### src/rtl/store_bus_writer.sv
// Store-side data-bus master for the single-cycle RV32I core.
// Converts SB/SH/SW requests into word-aligned bus writes with byte enables,
// splitting word-crossing stores into two writes, and stalls the core until done.

package store_bus_writer_pkg;
   // Mnemonic codes this block recognises; every other code is an illegal store
   localparam logic [5:0] MN_SB = 6'd20;
   localparam logic [5:0] MN_SH = 6'd21;
   localparam logic [5:0] MN_SW = 6'd22;
endpackage

module store_bus_writer
   import store_bus_writer_pkg::*;
#(
   parameter bit MISALIGNED_SPLIT = 1'b1
) (
   input  logic        clk,
   input  logic        rst_n,
   input  logic        st_valid,
   input  logic [5:0]  mnemonic,
   input  logic [31:0] st_addr,
   input  logic [31:0] st_data,
   output logic        st_stall,
   output logic        st_done,
   output logic        st_err,
   output logic        bus_req,
   output logic [31:0] bus_addr,
   output logic [31:0] bus_wrdata,
   output logic [3:0]  bus_be,
   input  logic        bus_gnt
);

   typedef enum logic [1:0] {
      IDLE,
      REQ1,
      REQ2,
      DONE
   } state_t;

   state_t      state_q, state_d;
   logic [31:0] bus_addr_q, bus_addr_d;
   logic [31:0] bus_wrdata_q, bus_wrdata_d;
   logic [31:0] data_hi_q, data_hi_d;
   logic [3:0]  be_lo_q, be_lo_d;
   logic [3:0]  be_hi_q, be_hi_d;
   logic        split_q, split_d;
   logic        err_q, err_d;

   logic [1:0]  off;
   logic [3:0]  size_mask;
   logic        legal;
   logic [31:0] data_masked;
   logic [7:0]  be8;
   logic [63:0] data64;
   logic        split_req;
   logic        reject;

   // Decode the live request into lane-positioned enables and data; the data is
   // trimmed to the store size first so lanes outside the enables stay zero
   always_comb begin
      off       = st_addr[1:0];
      legal     = 1'b1;
      size_mask = 4'b0000;
      case (mnemonic)
         MN_SB:   size_mask = 4'b0001;
         MN_SH:   size_mask = 4'b0011;
         MN_SW:   size_mask = 4'b1111;
         default: legal     = 1'b0;
      endcase
      data_masked = st_data & {{8{size_mask[3]}}, {8{size_mask[2]}},
                               {8{size_mask[1]}}, {8{size_mask[0]}}};
      be8       = {4'b0000, size_mask} << off;
      data64    = {32'b0, data_masked} << {off, 3'b000};
      split_req = |be8[7:4];
      reject    = !legal || (split_req && (MISALIGNED_SPLIT == 1'b0));
   end

   // State and captured-request registers; reset abandons any transaction at once
   always_ff @(posedge clk or negedge rst_n) begin
      if (!rst_n) begin
         state_q      <= IDLE;
         bus_addr_q   <= 32'h0;
         bus_wrdata_q <= 32'h0;
         data_hi_q    <= 32'h0;
         be_lo_q      <= 4'h0;
         be_hi_q      <= 4'h0;
         split_q      <= 1'b0;
         err_q        <= 1'b0;
      end else begin
         state_q      <= state_d;
         bus_addr_q   <= bus_addr_d;
         bus_wrdata_q <= bus_wrdata_d;
         data_hi_q    <= data_hi_d;
         be_lo_q      <= be_lo_d;
         be_hi_q      <= be_hi_d;
         split_q      <= split_d;
         err_q        <= err_d;
      end
   end

   // Next-state sequencing: reject straight to DONE, otherwise one or two writes
   always_comb begin
      state_d = state_q;
      case (state_q)
         IDLE: begin
            if (st_valid) begin
               state_d = reject ? DONE : REQ1;
            end
         end
         REQ1: begin
            if (bus_gnt) begin
               state_d = split_q ? REQ2 : DONE;
            end
         end
         REQ2: begin
            if (bus_gnt) begin
               state_d = DONE;
            end
         end
         DONE:    state_d = IDLE;
         default: state_d = IDLE;
      endcase
   end

   // Capture the request once in IDLE and advance the bus word for the second half
   always_comb begin
      bus_addr_d   = bus_addr_q;
      bus_wrdata_d = bus_wrdata_q;
      data_hi_d    = data_hi_q;
      be_lo_d      = be_lo_q;
      be_hi_d      = be_hi_q;
      split_d      = split_q;
      err_d        = err_q;
      if ((state_q == IDLE) && st_valid) begin
         err_d = reject;
         if (!reject) begin
            bus_addr_d   = {st_addr[31:2], 2'b00};
            bus_wrdata_d = data64[31:0];
            data_hi_d    = data64[63:32];
            be_lo_d      = be8[3:0];
            be_hi_d      = be8[7:4];
            split_d      = split_req;
         end
      end else if ((state_q == REQ1) && bus_gnt && split_q) begin
         bus_addr_d   = bus_addr_q + 32'd4;
         bus_wrdata_d = data_hi_q;
      end
   end

   // Outputs decoded from state; the IDLE stall term is gated so reset forces it low
   always_comb begin
      bus_req  = (state_q == REQ1) || (state_q == REQ2);
      bus_be   = 4'b0000;
      if (state_q == REQ1) begin
         bus_be = be_lo_q;
      end else if (state_q == REQ2) begin
         bus_be = be_hi_q;
      end
      st_stall = ((state_q == IDLE) && st_valid && rst_n) ||
                 (state_q == REQ1) || (state_q == REQ2);
      st_done  = (state_q == DONE);
      st_err   = (state_q == DONE) && err_q;
   end

   assign bus_addr   = bus_addr_q;
   assign bus_wrdata = bus_wrdata_q;

endmodule
### config.mk
export PLATFORM = sky130hd
export DESIGN_NAME = store_bus_writer
export DESIGN_NICKNAME = d
export VERILOG_FILES = /design/src/rtl/store_bus_writer.sv
export SDC_FILE = /design/constraint.sdc
export NUM_CORES = 1
export LEC_CHECK = 0
export CORE_ASPECT_RATIO = 1.25
export CORE_UTILIZATION = 49
export CTS_CLUSTER_SIZE = 24
export DETAILED_ROUTE_END_ITERATION = 10
export PLACE_DENSITY = 0.82
export SYNTH_ARGS = -nofsm -noshare
export SYNTH_HDL_FRONTEND = slang
export SYNTH_SLANG_ARGS = --single-unit
export TNS_END_PERCENT = 5
### constraint.sdc
create_clock -name clk -period 2.9 [get_ports clk]
set_clock_uncertainty 0.05 [all_clocks]
set_input_delay 0.58 -clock clk [delete_from_list [all_inputs] [get_ports clk]]
set_output_delay 0.58 -clock clk [all_outputs]
set_load 0.005 [all_outputs]
==> flow_summary_export.csv <==
group,metric,value,unit
run_status,status,"complete, no violations",
floorplanning,rows,41,
timing,rsz0062_at_grt,"false",
floorplanning,die_w,94.8,um
detailed_routing,wl_per_cell,20.0,um
synthesis,yosysWarnings,0,
worst_setup_path,arrival,2.02,ns
power_and_ir_drop,combPwrFrac,0.307,
placed_design,dp_hpwl,12100,um
grt,grt_overflow,0,
grt,grt_max_degree,77,
detailed_routing,firstDrtPassIters,5,
clock_tree,ctsHoldBuffers,0,
worst_setup_path,timing.rr.start,"state_q[1]$_DFFE_PN0P_",
timing,timing.fmax,378,MHz
power_and_ir_drop,peakVddDrop,0.405,mV
power_and_ir_drop,pwr-share-clk,0.285,
flow_run,max-cap-violations,0,
synthesis,synth.cell_area,5270,um2
worst_setup_path,crit_family,"buffers and inverters",
detailed_routing,viasPerCell,6.43,
clock_tree,cts_made_buffers,9,
worst_setup_path,crit_fanout,6,
timing,setup_violations,0,
synthesis,postSynthCellCount,587,
timing,fin_crit_sh,0.913,
floorplanning,die_area,11200,um2
clock_tree,cts_resized,0,
synthesis,seq_area_frac_synth,0.461,
worst_setup_path,crit_top_cell,"nand2_1",
synthesis,yosysTopAreaCell,"dfrtp_1",
timing,report.final.slew_viol_count,0,
worst_setup_path,crit_path_start,"state_q[0]$_DFFE_PN0P_",
synthesis,ys_top_cells_by_count,"97 x dfrtp_1, 81 x nand2_1, 51 x nor2_1, 39 x o21ai_0, 33 x clkbuf_1",
power_and_ir_drop,p_leak,2.95,nW
clock_tree,cts_tree,"done",
finish,multi_input_area,2640,um2
worst_setup_path,endpoint_kind,"output pin",
worst_setup_path,start_kind,"flip-flop",
worst_setup_path,crit_chain,"inv_1 -> ha_1 -> and2_1 -> nand2_1 -> nand2_1 -> clkdlybuf4s50_1",
detailed_routing,detail-route-antenna-nets,0,
synthesis,synthFlopType,"dfrtp_1",
clock_tree,clockRootBuffer,"clkbuf_16",
timing,slew_headroom,0.346,
placed_design,place_inst,841,
synthesis,async_reset_ff_frac,1.00,
synthesis,synth.mux.area_fraction,0.0211,
finish,drive_gt1_frac,0.0879,
finish,fin_area,7230,um2
floorplanning,ios,146,
power_and_ir_drop,p_int,0.00300,W
placed_design,numPortBuffers,143,
detailed_routing,drc,0,
synthesis,synth-xor-area-share,0.00665,
detailed_routing,drt_first_iter_violations,388,
placed_design,routabilityCongestion,0.996,
finish,nets,803,
timing,worst_slew_pin_slew,0.981,ns
synthesis,yosysTopAreaCellShare,0.461,
grt,grt_pass1_wl,28000,um
worst_setup_path,crit_required,2.27,ns
synthesis,synth_top_family_by_area,"compound AO/OA/AOI/OAI gates",
grt,first_global_vias,5551,
clock_tree,post_cts_buffers,0,
synthesis,synth-seq-cells,97,
synthesis,synth.avg_cell_area,8.98,um2
synthesis,synth_most_common_cell,"dfrtp_1",
power_and_ir_drop,power.total,0.00444,W
finish,diodes,0,
synthesis,synth_compound_area_frac,0.236,
timing,hold_viol,0,
finish,final-seq-area,2430,um2
finish,nFillCells,788,
grt,track_usage,0.320,
synthesis,synth.lib_cells_used.distinct,57,
detailed_routing,vias,5509,
timing,fin_crit,2.65,ns
power_and_ir_drop,p_sw_frac,0.325,
worst_setup_path,max_stage_delay,0.49,ns
clock_tree,cts_max_level,3,
clock_tree,clk_latency,0.35,ns
detailed_routing,routed_wl,17200,um
power_and_ir_drop,power.switching,0.00144,W
floorplanning,dieHeight,118,um
synthesis,synth_simple_gate_area_frac,0.219,
worst_setup_path,crit_slowest_cell,"clkdlybuf4s50_1",
timing,hold_ws,0.0689,ns
clock_tree,numClockSinks,97,
min_path,worstHoldPathType,"in2async",
synthesis,synth_fa_ha_area_frac,0.0142,
clock_tree,clockBufferDepth,2,
clock_tree,clk_pin_slew,0.08,ns
synthesis,synth-edff-count,0,
power_and_ir_drop,pwr-share-seq,0.408,
floorplanning,core-area,10300,um2
worst_setup_path,criticalPathCategory,"reg2out",
floorplanning,initial_core_util,0.514,
power_and_ir_drop,powerDensity,614,nW/um2
finish,area_delta_synth_final,37.3,%
timing,tns,0,ns
synthesis,synth.top_cells.by_area,"dfrtp_1 46%, nand2_1 5.8%, o21ai_0 3.7%",
placed_design,post_dp_cell_area,6920,um2
grt,antenna_found_initial,0,
finish,fin_cells,857,
worst_setup_path,cp.buffers_inverters,2,
-- stage by stage --
step,utilization,setup WS [ns]
global placement,0.675,0.258
CTS,0.705,0.248
detailed placement,0.675,0.117
floorplan,-,0.679
global route,0.705,0.118
finish,0.705,0.253
-- power groups by stage --
stage | logic, W | registers, W | clock network, W
2_1_floorplan | 0.000600 | 0.00177 | 0
3_3_place_gp | 0.00132 | 0.00181 | 0
3_5_place_dp | 0.00135 | 0.00183 | 0
4_1_cts | 0.00136 | 0.00180 | 0.00127
5_1_grt | 0.00149 | 0.00184 | 0.00133
6_report | 0.00137 | 0.00181 | 0.00127
-- metal layers --
layer	vias to the layer above	share of wire	track usage
met2	348	0.49	0.517
li1	2451	-	-
met5	-	0	0
met4	0	0.030	0.129
met1	2648	0.39	0.419
met3	62	0.086	0.0568
-- state kept, by name, summed over array words and instances (netlist names) --
register    flops
state_q         2
be_hi_q         3
data_hi_q      24
bus_addr       30
bus_wrdata     32
be_lo_q         4
err_q           1
split_q         1
-- cells in the final DEF (no fill, tap or decap), drive strengths merged, types with 4 or more instances in the layout --
cell,n
and4,4
a31oi,9
nor2,52
nor2b,14
dfrtp,97
ha,6
nor3,19
and3,10
buf,29
a32o,6
a22o,8
a22oi,19
o22ai,10
nor4,7
a21o,5
o221ai,13
a21oi,21
o21ai,40
o211ai,5
nand4,8
xnor2,4
a221oi,5
a211oi,7
nand2,81
inv,11
a32oi,12
o31ai,4
and2,8
nand3,19
mux2,9
clkbuf,9
clkdlybuf4s50,142
-- layout make-up --
type,count,area share
multi-input cells,437,0.365
flip-flops and latches,97,0.336
repair buffers,171,0.230
clock buffers,9,0.0311
well taps,129,0.0223
clock inverters,7,0.0119
inverters,7,0.00363
-- path summary, 6_finish.rpt --
path / to / slack (ns) / cells past startpoint
worst max register to register: bus_addr[24]$_DFFE_PN0P_ / 0.31 / 7
worst min register to register: data_hi_q[7]$_DFFE_PN0P_ / 0.42 / 2
min in group clk: data_hi_q[7]$_DFFE_PN0P_ / 0.42 / 2
worst max-delay path: st_stall / 0.25 / 6
worst min-delay path: bus_addr[16]$_DFFE_PN0P_ / 0.07 / 1
max in group asynchronous: bus_addr[11]$_DFFE_PN0P_ / 1.45 / 2
-- kinds of logic after synthesis --
family	after synthesis
AOI/OAI and AO/OA	178
xor gates and xnor gates	4
adders and majority gates	6
buffers and inverters	54
DFF	97
muxes	10
other	1
and+or+nand+nor	237
Note: power is estimated with default switching activity, not from simulation.
